File: src/rtl/step_timing_conditioner.sv
// step_timing_conditioner: enforces driver-IC step/dir timing, buffers requests, blocks at limits, tracks position
module step_timing_conditioner #(
    parameter int DIR_SETUP_CYC = 10,
    parameter int PULSE_CYC     = 125,
    parameter int LOW_CYC       = 125,
    parameter int FIFO_DEPTH    = 8
) (
    input  logic               clk,
    input  logic               reset,
    input  logic               enable,
    input  logic               step_in,
    input  logic               dir_in,
    input  logic               limit_fwd,
    input  logic               limit_rev,
    input  logic               pos_clear,
    output logic               step_out,
    output logic               dir_out,
    output logic               busy,
    output logic signed [31:0] position,
    output logic [15:0]        drop_cnt,
    output logic [15:0]        block_cnt
);
    localparam int AW = $clog2(FIFO_DEPTH);
    typedef enum logic [1:0] {IDLE, SETUP, HIGH, LOW} state_t;
    state_t state, state_n;
    logic [15:0] timer, timer_n;
    logic step_n, dir_n, pop, blk, pos_upd;
    logic step_in_q, req, full, empty, push, hd;
    logic [AW-1:0] wr_ptr, rd_ptr;
    logic [AW:0] count;
    logic [FIFO_DEPTH-1:0] mem;
    assign req   = enable & step_in & ~step_in_q;
    assign full  = count == (AW+1)'(FIFO_DEPTH);
    assign empty = count == '0;
    assign push  = req & (~full | pop);
    assign hd    = mem[rd_ptr];
    assign busy  = state != IDLE || !empty;
    // next-state: dir changes only from IDLE, so LOW phase doubles as dir hold
    always_comb begin
        state_n = state;
        timer_n = timer;
        step_n  = step_out;
        dir_n   = dir_out;
        pop     = 1'b0;
        blk     = 1'b0;
        pos_upd = 1'b0;
        case (state)
            IDLE: if (enable && !empty) begin
                if ((hd && limit_fwd) || (!hd && limit_rev)) begin
                    pop = 1'b1;
                    blk = 1'b1;
                end else if (hd != dir_out) begin
                    dir_n   = hd;
                    timer_n = 16'(DIR_SETUP_CYC - 1);
                    state_n = SETUP;
                end else begin
                    pop     = 1'b1;
                    step_n  = 1'b1;
                    timer_n = 16'(PULSE_CYC - 1);
                    state_n = HIGH;
                end
            end
            SETUP: if (!enable) state_n = IDLE;
                else if (timer == '0) begin
                    pop     = 1'b1;
                    step_n  = 1'b1;
                    timer_n = 16'(PULSE_CYC - 1);
                    state_n = HIGH;
                end else timer_n = timer - 16'd1;
            HIGH: if (timer == '0) begin
                    step_n  = 1'b0;
                    pos_upd = 1'b1;
                    timer_n = 16'(LOW_CYC - 1);
                    state_n = LOW;
                end else timer_n = timer - 16'd1;
            LOW: if (timer == '0) state_n = IDLE;
                else timer_n = timer - 16'd1;
            default: state_n = IDLE;
        endcase
    end
    // FIFO storage needs no reset; occupancy tracks validity
    always_ff @(posedge clk) begin
        if (push) mem[wr_ptr] <= dir_in;
    end
    // state, FIFO pointers, counters and position
    always_ff @(posedge clk) begin
        if (reset) begin
            state     <= IDLE;
            timer     <= '0;
            step_out  <= 1'b0;
            dir_out   <= 1'b0;
            step_in_q <= 1'b0;
            wr_ptr    <= '0;
            rd_ptr    <= '0;
            count     <= '0;
            position  <= '0;
            drop_cnt  <= '0;
            block_cnt <= '0;
        end else begin
            state     <= state_n;
            timer     <= timer_n;
            step_out  <= step_n;
            dir_out   <= dir_n;
            step_in_q <= step_in;
            if (!enable) begin
                rd_ptr <= wr_ptr;
                count  <= '0;
            end else begin
                if (push) wr_ptr <= wr_ptr + 1'b1;
                if (pop) rd_ptr <= rd_ptr + 1'b1;
                count <= count + (AW+1)'(push) - (AW+1)'(pop);
            end
            if (req && full && !pop && drop_cnt != 16'hFFFF) drop_cnt <= drop_cnt + 16'd1;
            if (blk && block_cnt != 16'hFFFF) block_cnt <= block_cnt + 16'd1;
            if (pos_clear) position <= '0;
            else if (pos_upd) position <= position + (dir_out ? 32'sd1 : -32'sd1);
        end
    end
endmodule
File: config.mk
export PLATFORM = sky130hd
export DESIGN_NAME = step_timing_conditioner
export DESIGN_NICKNAME = d
export VERILOG_FILES = /design/src/rtl/step_timing_conditioner.sv
export SDC_FILE = /design/constraint.sdc
export NUM_CORES = 1
export LEC_CHECK = 0
export ABC_AREA = 1
export BUFFER_PORTS_ARGS = -buffer_cell sky130_fd_sc_hd__buf_4
export CAP_MARGIN = 10
export CORE_MARGIN = 4
export CORE_UTILIZATION = 50
export DETAILED_ROUTE_END_ITERATION = 8
export PLACE_DENSITY = 0.69
export REMOVE_ABC_BUFFERS = 1
export SLEW_MARGIN = 20
export SYNTH_ARGS = -nofsm -noshare
export SYNTH_HDL_FRONTEND = slang
export SYNTH_SLANG_ARGS = --single-unit
File: constraint.sdc
create_clock -name clk -period 3.3 [get_ports clk]
set_input_delay 0.66 -clock clk [delete_from_list [all_inputs] [get_ports clk]]
set_output_delay 0.66 -clock clk [all_outputs]
set_load 0.02 [all_outputs]
After elaboration in Yosys (flattened, before gate mapping)
Cells that the tools add are included.

cells by class
  add/sub/neg operators = 8
  order comparisons = 3
  equal/unequal tests = 17
  multiplexer cells = 40
  bitwise operators = 8
  reduce and logical (&&, ||, !) cells = 25

operators by type and width
  operator               number
  $mux 16                5
  $pmux 16 s4            1
  $add 16x1->16 const B  2
  $add 32x32->32         1
  $mux 32                1
  $ne 16x16->1 const B   2
  $mux 1                 17
  $logic_not 16->1       1
  $ne 2x2->1 const B     8
  $sub 16x1->16 const B  1
  $mux 2                 7
  $bwmux 8               1
  $logic_and 1x1->1      8
  $lt 3x4->1 const B     2
  $pmux 2 s4             1
  $reduce_and 4->1       2
  $mux 7                 1
  $reduce_and 7->1       1
  $add 3x1->3 const B    2
  $mux 3                 2
  $reduce_and 5->1       1
  $add 4x1->4            1
  $eq 2x2->1 const B     2
  $eq 4x4->1 const B     1
  21 further kinds       30

word-level totals
  register bits after elaboration = 103
  bits of input ports = 8
  output and inout port bits = 67
  word-level logic and storage cells = 113

Logic depth before layout (Yosys ltp)
Gate-level depths: netlist of the first run.

  depth in word-level cells = 12
  depth in mapped cells = 18

Least setup slack after synthesis of the first run
Ideal clock, no wire load.

  kind = register to register
  start = register dir_out
  end = register position[24]
  setup time = 0.114 ns
  data arrival time = 2.679 ns
  data required time = 3.186 ns
  slack = 0.507 ns
  stages on the path, launching flop included = 13
  buffers on the path = 0
  cell sequence = dfxtp_1 -> inv_1 -> ha_1 -> a21oi_1 -> nand2_1 -> a21boi_0 -> o21ai_0 -> nand3_1 -> nand3_1 -> nand2_1 -> nand2_1 -> o21bai_1 -> inv_1

between the ends
  longest elaborated chain between the ends = 2

ends and longest elaborated chain
  item                      RTL line  RTL
  start: declaration        17        output logic dir_out,
  start signal: assignment  103       dir_out <= dir_n;
  $mux 32                   116       else if (pos_upd) position <= position + (dir_out ? 32'sd1 : -32'sd1);
  $add 32x32->32            116
  end signal: assignment    116
  end: declaration          19        output logic signed [31:0] position,

Every way passes these cells.
A chain may end at the register's enable or synchronous reset.

Worst setup path in the final report of the first run
  start = register dir_out
  end = register position[22]

The elaborated chain is that of the path after synthesis.

==> results of run 1 <==
-- flip-flops by register name (all words and copies together) (netlist names) --
signal / count
count: 4
step_out: 1
mem: 8
state: 2
step_in_q: 1
block_cnt: 16
timer: 16
drop_cnt: 16
wr_ptr: 3
position: 32
dir_out: 1
rd_ptr: 3
-- layout make-up --
type / instances / area [sq um] / share of cell area, %
Timing Repair Buffer: 85 / 638.1 / 7.509
Clock buffer: 11 / 232.7 / 2.739
Clock inverter: 5 / 57.56 / 0.6773
Inverter: 142 / 535.5 / 6.302
Multi-Input combinational cell: 821 / 4662 / 54.86
Sequential cell: 103 / 2142 / 25.21
Tap cell: 184 / 230.2 / 2.709
-- critical path: stages, from the launching register on --
cell      delay (ns)
dfxtp_1         0.35
inv_1           0.45
buf_4           0.37
ha_1            0.26
nand2_1         0.10
inv_1           0.07
nand2_1         0.10
nor3_1          0.32
nand4_1         0.14
nand3b_1        0.18
nand3_1         0.12
nand3_1         0.09
nand3_1         0.12
nand2_1         0.08
inv_1           0.03
-- through the flow --
| step | hold slack, ns | std cells |
|---|---|---|
| finish | 0.4905 | 1351 |
| global route | 0.5282 | 1351 |
| CTS | 0.4913 | 1351 |
| detailed placement | 0.4811 | 1335 |
| global placement | 0.4748 | 1335 |
| floorplan | 0.4511 | 1066 |
-- per-layer routing --
metal	global-route usage [%]	wire (microns)
met5	0	0
met3	2.702	796
met1	30.37	8777
met2	38.35	8826
met4	8.557	483
-- Yosys cell counts (3+ instances only) --
cell / instances
nand3b_1: 5
o21bai_1: 11
nand3_4: 3
edfxtp_1: 8
or2_2: 4
a21oi_1: 85
inv_1: 138
buf_6: 3
o21a_1: 9
nor3_1: 24
nand2_4: 3
nor2_1: 113
clkbuf_1: 12
a21oi_2: 8
xnor2_1: 14
dfxtp_1: 95
buf_2: 6
o211ai_1: 8
nand2_2: 14
nand4_1: 32
nor3_2: 3
xor2_1: 33
o21ai_0: 60
nand3_1: 67
nor4_1: 9
inv_2: 3
a21o_1: 3
a211oi_1: 7
nand2_1: 231
ha_1: 46
a31oi_1: 3
nor2_4: 3
a21boi_0: 3
-- path summary, 6_finish.rpt --
check / cells past startpoint / endpoint / slack (ns)
setup / recovery: 14 / position[22] / 0.41
hold / removal: 2 / timer[12] / 0.49
setup reg to reg: 14 / position[22] / 0.41
hold reg to reg: 2 / timer[12] / 0.49
-- logic make-up (layout without fill, tap and decap cells) --
logic type / Yosys count / count (layout)
AND/OR/NAND/NOR: 525 / 525
XOR/XNOR: 47 / 47
buffers and inverters: 166 / 243
adder cells (fa/ha/maj): 48 / 48
AO/OA/AOI/OAI: 201 / 201
flip-flops: 103 / 103
-- power by group --
group / total, uW / leakage, uW / internal (uW) / switching (uW)
Clock: 1080 / 0.000144 / 591 / 492
Sequential: 1540 / 0.000840 / 1410 / 134
Combinational: 4220 / 0.00310 / 1430 / 2780
Total: 6840 / 0.00409 / 3430 / 3410
==> metrics, run 1 <==
pre-CTS WS 0.4133 ns; core area 14590 sq um; final worst setup slack 0.4148 ns; 1st-iter DRT viols 450; # Max-Cap Violations 0; status finished, final reports clean; Worst VDD drop 0.5248 mV; total track usage 22.93%; TritonCTS clock tree built; die height 130.3 microns; Post-DP Area 8208 sq um; post-synthesis simple-gate area fraction 33.12%; period utilisation layout 87.43%; CP Class flop to flop; via/cell ratio 5.373; Critical path origin dir_out; Final nets 1218; most common cell after layout, fill and taps aside nand2_1; sequential area share after synthesis 28.65%; die area 16970 sq um; vias in the first global route 6817; Port Buffers 74; Yosys top cell by area dfxtp_1; vias post-DR 7259; diode count 0; synthesis-stage register bit count 103; Final TNS setup 0 ns; setup violators final 0; post-synthesis instance total 1090; Area contributors post-synth dfxtp_1 25%, nand2_1 12%, ha_1 7.7%; Synth Flop Type dfxtp_1; fill count 1419; antenna violations before repair 0; setup bufs post-CTS 0; CTS root buf clkbuf_16; first-pass GRT wire length 31840 microns; number of routed nets with antenna violations 0; HP Class flop to flop; DRC Markers 0; Post-Synth Adder-Cell Area 8.234%; I/O pin cnt 75; DP HPWL 14420 microns; multiplexer share of the synthesized area 0%; largest net degree at the start of global routing 32; min cycle time layout 2.885 ns; final instance area 8498 sq um; Final Max Slew Viols 0; gr ovfl total 0; CP arrival 3.14 ns; total CTS buffers 9; layout cells sized above 1 13.28%; post-layout util 58.25%; slew margin rel. 61.10%; Clock Latency Late Sink 0.35 ns; Syn-to-layout area delta 13.67%; Yosys top cell area share 25.44%; Max FO, Critical Path 19; Std-Cell Rows 44; compound-cell area share of the yosys netlist 15.40%; CTS Buffer Depth 2; Die X 130.3 microns; Worst-Margin Slew 0.5829 ns; XOR/XNOR Fraction of Synth Area 5.506%; asr flop ratio synth 0%; startpoint types flop; Synth cell types 52; gpl congestion 0.9900; Tot Pwr 6840 uW; Syn. warnings 0; initial core utilization 51.24%; # hold bufs at CTS 0; most frequent cells in the layout 231 x nand2_1, 138 x inv_1, 112 x nor2_1; clock slew at reported path FFs 0.07 ns; Avg Inst Size Synth 6.859 sq um; Max H-tree Level 3; Clock Skews 0.009646 ns; FF-to-FF Start dir_out; number of synthesized flops with an enable pin 8; Final Hold Viols 0; Worst setup EP type flop; Total Wirelength 18880 microns; worst hold start timer[12]; RSZ-0062 raised after global routing false; WL per Instance 13.98 microns; Pleak 0.004086 uW; Syn Std Cell Area 7476 sq um; DRT Pass-1 Iters 5; number of gates resized after CTS 0; main combinational cell family by area after synthesis simple AND/OR/NAND/NOR gates; clock sinks 103; fmax 346.6 MHz; worst endpoint required time 3.55 ns; power per cell area 804.9 nW/um^2
No activity file was read; power rests on OpenSTA's default activity.
==> inputs of run 2 (changes only) <==
--- a/config.mk
+++ b/config.mk
@@ -6,14 +6,15 @@
 export NUM_CORES = 1
 export LEC_CHECK = 0
 export ABC_AREA = 1
+export ABC_CLOCK_PERIOD_IN_PS = 3300
 export BUFFER_PORTS_ARGS = -buffer_cell sky130_fd_sc_hd__buf_4
 export CAP_MARGIN = 10
+export CORE_ASPECT_RATIO = 1.1
 export CORE_MARGIN = 4
 export CORE_UTILIZATION = 50
 export DETAILED_ROUTE_END_ITERATION = 8
 export PLACE_DENSITY = 0.69
 export REMOVE_ABC_BUFFERS = 1
-export SLEW_MARGIN = 20
 export SYNTH_ARGS = -nofsm -noshare
 export SYNTH_HDL_FRONTEND = slang
 export SYNTH_SLANG_ARGS = --single-unit
==> run 2 against run 1 <==
Against the previous run: wire length down 0.60%; clock skew down 0.0043 ns; core utilization up 0.41 points; flip-flop and latch count unchanged; clock power about the same; global-route usage down 0.85 points; fmax down 1.8%.
==> metrics, run 2 (synthesis results as in run 1) <==
Final nets 1220 (was 1218); die area 16970 sq um (about the same); Final Max Slew Viols 0 (unchanged); clock power share 16.0% (was 15.8%); Int Pwr 3437 uW (was 3430 uW); DRT Pass-1 Iters 5 (unchanged); clock slew at reported path FFs 0.07 ns (about the same); Post-DP Area 8245 sq um (was 8208 sq um); setup violators final 0 (unchanged); switching portion of total power 49.52% (was 49.85%); Pleak 0.004095 uW (was 0.004086 uW); fmax 340.2 MHz (was 346.6 MHz); Critical Path Max Stage Delay 0.49 ns (was 0.45 ns); Syn-to-layout area delta 14.26% (was 13.67%); via/cell ratio 5.325 (was 5.373); min cycle time layout 2.939 ns (was 2.885 ns); CP arrival 3.19 ns (was 3.14 ns); Slowest-stage cell, CP a21boi_0 (was inv_1); status finished, final reports clean (unchanged); sequential share of power 22.6% (was 22.5%); final worst setup slack 0.3608 ns (was 0.4148 ns); antenna violations before repair 0 (unchanged); CTS Buffer Depth 2 (unchanged); Comb pwr share 61.3% (was 61.6%); Final TNS setup 0 ns (unchanged); power per cell area 797.1 nW/um^2 (was 804.9 nW/um^2); RSZ-0062 raised after global routing false (unchanged); startpoint types flop (unchanged); DP HPWL 14410 microns (was 14420 microns); 1st-iter DRT viols 480 (was 450); Final Hold Viols 0 (unchanged); met3 usage 2.554% (was 2.702%); Die X 124.6 microns (was 130.3 microns); gpl congestion 0.9115 (was 0.9900); HP Class flop to flop (unchanged); Max FO, Critical Path 13 (was 19); CP Class flop to flop (unchanged); worst hold margin 0.4903 ns (was 0.4905 ns); Most flops, register position (unchanged); pre-CTS WS 0.3656 ns (was 0.4133 ns); slew margin rel. 62.15% (was 61.10%); clock sinks 103 (unchanged); number of routed nets with antenna violations 0 (unchanged); initial core utilization 51.34% (was 51.24%); Total Wirelength 18770 microns (was 18880 microns); gr ovfl total 0 (unchanged); number of gates resized after CTS 0 (unchanged); Worst VDD drop 0.3606 mV (was 0.5248 mV); total track usage 22.08% (was 22.93%); WL per Instance 13.79 microns (was 13.98 microns); total CTS buffers 9 (unchanged); GRT busiest layer met2 (unchanged); DRC Markers 0 (unchanged); fill count 1407 (was 1419); Std-Cell Rows 46 (was 44); Cell Chain, Critical Path inv_1, ha_1, a21oi_1, nand2_1, a21boi_0, o21ai_0, nand3_1, nand3_1, nand2_1, nand2_1, o21bai_1, inv_1 (was inv_1, buf_4, ha_1, nand2_1, inv_1, nand2_1, nor3_1, nand4_1, nand3b_1, nand3_1, nand3_1, nand3_1, nand2_1, inv_1); vias in the first global route 6712 (was 6817); met2 Track Usage GR 38.04% (was 38.35%); TritonCTS clock tree built (unchanged); first-pass GRT wire length 31570 microns (was 31840 microns); # hold bufs at CTS 0 (unchanged); # Max-Cap Violations 0 (unchanged); period utilisation layout 89.07% (was 87.43%); Max H-tree Level 3 (unchanged); Worst setup EP type flop (unchanged); vias post-DR 7248 (was 7259); largest net degree at the start of global routing 43 (was 32); Clock Latency Late Sink 0.35 ns (about the same); Worst-Margin Slew 0.5627 ns (was 0.5829 ns); Clock Skews 0.005355 ns (was 0.009646 ns); sw power 3372 uW (was 3410 uW); final instance area 8542 sq um (was 8498 sq um); CTS root buf clkbuf_16 (unchanged); most frequent cells in the layout 231 x nand2_1, 138 x inv_1, 112 x nor2_1 (unchanged); worst endpoint required time 3.55 ns (about the same); global routing met1 resource utilization 29.06% (was 30.37%); max reg flops 32 (unchanged); Port Buffers 74 (unchanged); most common cell after layout, fill and taps aside nand2_1 (unchanged); most frequent CP cell nand2_1; die height 136.2 microns (was 130.3 microns); core area 14560 sq um (was 14590 sq um); setup bufs post-CTS 0 (unchanged); layout cells sized above 1 13.52% (was 13.28%); diode count 0 (unchanged); I/O pin cnt 75 (unchanged)
run 2: power groups by stage:
stage	sequential (uW)	clock (uW)	combinational, uW
final	1540	1090	4180
after global routing	1560	1170	4700
after CTS	1540	1120	4150
after detailed placement	1570	0	4130
after global placement	1570	0	4110
after floorplan	1600	0	3000
run 2: worst max-delay path, delay by kind of cell (launching register included):
kind	cells	cell delay, ns
AOI/OAI and AO/OA	4	1.12
and+or+nand+nor	5	0.48
buffers and inverters	2	0.48
adders and majority gates	1	0.39
DFF	1	0.36
run 2: final timing paths:
check / cells past startpoint / startpoint / slack, ns / endpoint
setup / recovery: 12 / dir_out / 0.36 / position[24]
hold / removal: 2 / timer[12] / 0.49 / timer[12]
setup reg to reg: 12 / dir_out / 0.36 / position[24]
hold reg to reg: 2 / timer[12] / 0.49 / timer[12]
run 2: routing by layer:
layer / up-vias / wire, microns
li1: 3767 / -
met1: 3276 / 8688
met2: 179 / 8868
met3: 26 / 862
met4: 0 / 348
met5: - / 0
run 2: final cells by class:
type	instances	area, sq um	area share [%]
clock inverters	7	71.32	0.8349
well taps	192	240.2	2.812
inverters	142	535.5	6.269
repair buffers	87	665.6	7.793
multi-input cells	821	4662	54.58
clock buffers	9	225.2	2.637
flip-flops and latches	103	2142	25.08
run 2: through the flow:
stage / total power (uW) / util, % / instances
final: 6809 / 58.66 / 1361
after global routing: 7435 / 58.66 / 1361
after CTS: 6816 / 58.66 / 1361
after detailed placement: 5692 / 56.62 / 1345
after global placement: 5678 / 56.62 / 1345
after floorplan: 4606 / - / 1066
==> inputs of run 3 (changes only) <==
--- a/config.mk
+++ b/config.mk
@@ -11,9 +11,8 @@
 export CAP_MARGIN = 10
 export CORE_ASPECT_RATIO = 1.1
 export CORE_MARGIN = 4
-export CORE_UTILIZATION = 50
+export CORE_UTILIZATION = 39
 export DETAILED_ROUTE_END_ITERATION = 8
-export PLACE_DENSITY = 0.69
 export REMOVE_ABC_BUFFERS = 1
 export SYNTH_ARGS = -nofsm -noshare
 export SYNTH_HDL_FRONTEND = slang
==> run 3 against run 2 <==
Against the previous run: clock power about the same; global-route usage down 3.6 points; sequential share of layout area about the same; die area up 26%; cell count up 3.3%; critical path depth up 2.
==> metrics, run 3 (synthesis results as in run 1) <==
Clock Latency Late Sink 0.35 ns (about the same); total track usage 18.44% (was 22.08%); GRT busiest layer met2 (unchanged); Most flops, register position (unchanged); 1st-iter DRT viols 270 (was 480); max reg flops 32 (unchanged); Std-Cell Rows 52 (was 46); Max FO, Critical Path 15 (was 13); # Max-Cap Violations 0 (unchanged); most frequent CP cell nor2_1 (was nand2_1); vias post-DR 7197 (was 7248); die area 21450 sq um (was 16970 sq um); fmax 338.9 MHz (was 340.2 MHz); fill count 2025 (was 1407); Final TNS setup 0 ns (unchanged); WL per Instance 13.98 microns (was 13.79 microns); startpoint types flop (unchanged); status finished, final reports clean (unchanged); core area 18610 sq um (was 14560 sq um); Syn-to-layout area delta 14.43% (was 14.26%); setup violators final 0 (unchanged); min cycle time layout 2.950 ns (was 2.939 ns); Final Hold Viols 0 (unchanged); Tot Pwr 6754 uW (was 6809 uW); Critical path origin dir_out (unchanged); Clock Skews 0.01173 ns (was 0.005355 ns); Worst-Margin Slew 0.5852 ns (was 0.5627 ns); Port Buffers 74 (unchanged); CTS root buf clkbuf_16 (unchanged); Total Wirelength 19650 microns (was 18770 microns); vias in the first global route 6939 (was 6712); total CTS buffers 9 (unchanged); Final Max Slew Viols 0 (unchanged); gpl congestion 0.9519 (was 0.9115); global routing met1 resource utilization 24.33% (was 29.06%); Final nets 1214 (was 1220); clock slew at reported path FFs 0.07 ns (about the same); first-pass GRT wire length 33530 microns (was 31570 microns); FF-to-FF Start dir_out (unchanged); CP Class flop to flop (unchanged); TritonCTS clock tree built (unchanged); Pleak 0.004066 uW (was 0.004095 uW); most frequent cells in the layout 231 x nand2_1, 137 x inv_1, 112 x nor2_1 (was 231 x nand2_1, 138 x inv_1, 112 x nor2_1); Placed Instances 1389 (was 1345); via/cell ratio 5.119 (was 5.325); CP arrival 3.19 ns (about the same); die height 153.2 microns (was 136.2 microns); CP delay by family, top simple AND/OR/NAND/NOR gates (was compound AO/OA/AOI/OAI gates); Slowest-stage cell, CP dfxtp_1 (was a21boi_0); setup bufs post-CTS 0 (unchanged); DRC Markers 0 (unchanged); gr ovfl total 0 (unchanged); Worst VDD drop 0.3040 mV (was 0.3606 mV); CTS Buffer Depth 2 (unchanged); initial core utilization 40.18% (was 51.34%); area occupied by multi-input gates 4662 sq um (unchanged); I/O pin cnt 75 (unchanged); R2R Setup Slk 0.35 ns (was 0.36 ns); clock sinks 103 (unchanged); Worst setup EP type flop (unchanged); met2 Track Usage GR 31.15% (was 38.04%); layout cells sized above 1 13.24% (was 13.52%); antenna violations before repair 0 (unchanged); RSZ-0062 raised after global routing false (unchanged); diode count 0 (unchanged); Reg area 2142 sq um (unchanged); Critical Path Max Stage Delay 0.53 ns (was 0.49 ns); power per cell area 789.5 nW/um^2 (was 797.1 nW/um^2); number of routed nets with antenna violations 0 (unchanged); met3 usage 1.938% (was 2.554%); slew margin rel. 60.99% (was 62.15%); Cell Chain, Critical Path clkinvlp_4, buf_4, ha_1, nand2_1, nor2_1, inv_1, nor2_1, nand4_1, nand3_1, nand2_1, nand3_1, nor2_1, o21bai_1, inv_1 (was inv_1, ha_1, a21oi_1, nand2_1, a21boi_0, o21ai_0, nand3_1, nand3_1, nand2_1, nand2_1, o21bai_1, inv_1); Crit path buffers/inverters 4 (was 2); largest net degree at the start of global routing 44 (was 43); HP Class flop to flop (unchanged); DP HPWL 15080 microns (was 14410 microns); period utilisation layout 89.40% (was 89.07%); most common cell after layout, fill and taps aside nand2_1 (unchanged); Finished Layout Cells 1406 (was 1361); worst hold start timer[12] (unchanged); worst endpoint required time 3.54 ns (was 3.55 ns); Die X 140.0 microns (was 124.6 microns); Max H-tree Level 3 (unchanged); DRT Pass-1 Iters 5 (unchanged)
==> run 3: report_power, final <==
part | internal [uW] | total, uW | leakage, uW | switching [uW]
Clock | 568 | 1080 | 0.000149 | 516
Combinational | 1370 | 4120 | 0.00308 | 2750
Sequential | 1410 | 1550 | 0.000840 | 141
==> run 3: layout make-up <==
type                    count  share of cell area (%)
multi-input cells         821                   54.50
flip-flops and latches    103                   25.04
repair buffers             80                   7.021
inverters                 142                   6.304
well taps                 243                   3.554
clock buffers              11                   2.955
clock inverters             5                  0.5412
repair inverters            1                 0.08776
==> run 3: final timing paths <==
path,endpoint,depth (start not counted)
max reg2reg,position[28],14
min,timer[12],2
max,position[28],14
min reg2reg,timer[12],2
==> run 3: stage by stage <==
stage	utilization, %	worst slack, ns	hold slack (ns)	area (sq um)
after floorplan	-	0.4586	0.4511	7332
after global placement	44.30	0.2440	0.4755	8244
after detailed placement	44.30	0.2209	0.4758	8244
after CTS	45.91	0.2029	0.4878	8543
after global routing	45.97	0.02950	0.5096	8554
final	45.97	0.3497	0.4935	8554
==> run 3: worst reg2reg max path, stage by stage, from the launching register on <==
cell	delay (ns)
dfxtp_1	0.53
clkinvlp_4	0.35
buf_4	0.30
ha_1	0.36
nand2_1	0.10
nor2_1	0.17
inv_1	0.08
nor2_1	0.19
nand4_1	0.19
nand3_1	0.20
nand2_1	0.07
nand3_1	0.08
nor2_1	0.05
o21bai_1	0.13
inv_1	0.05
==> run 3: what timing repair did <==
item | CTS | global route
setup endpoints to repair | 0 | 8
gates resized for setup | 0 | 4
hold buffers | 0 | 0
==> run 3: routing by layer <==
| layer | vias to the layer above | routed length, microns |
|---|---|---|
| li1 | 3759 | - |
| met2 | 146 | 9103 |
| met3 | 33 | 681 |
| met1 | 3259 | 9329 |
| met5 | - | 0 |
| met4 | 0 | 538 |
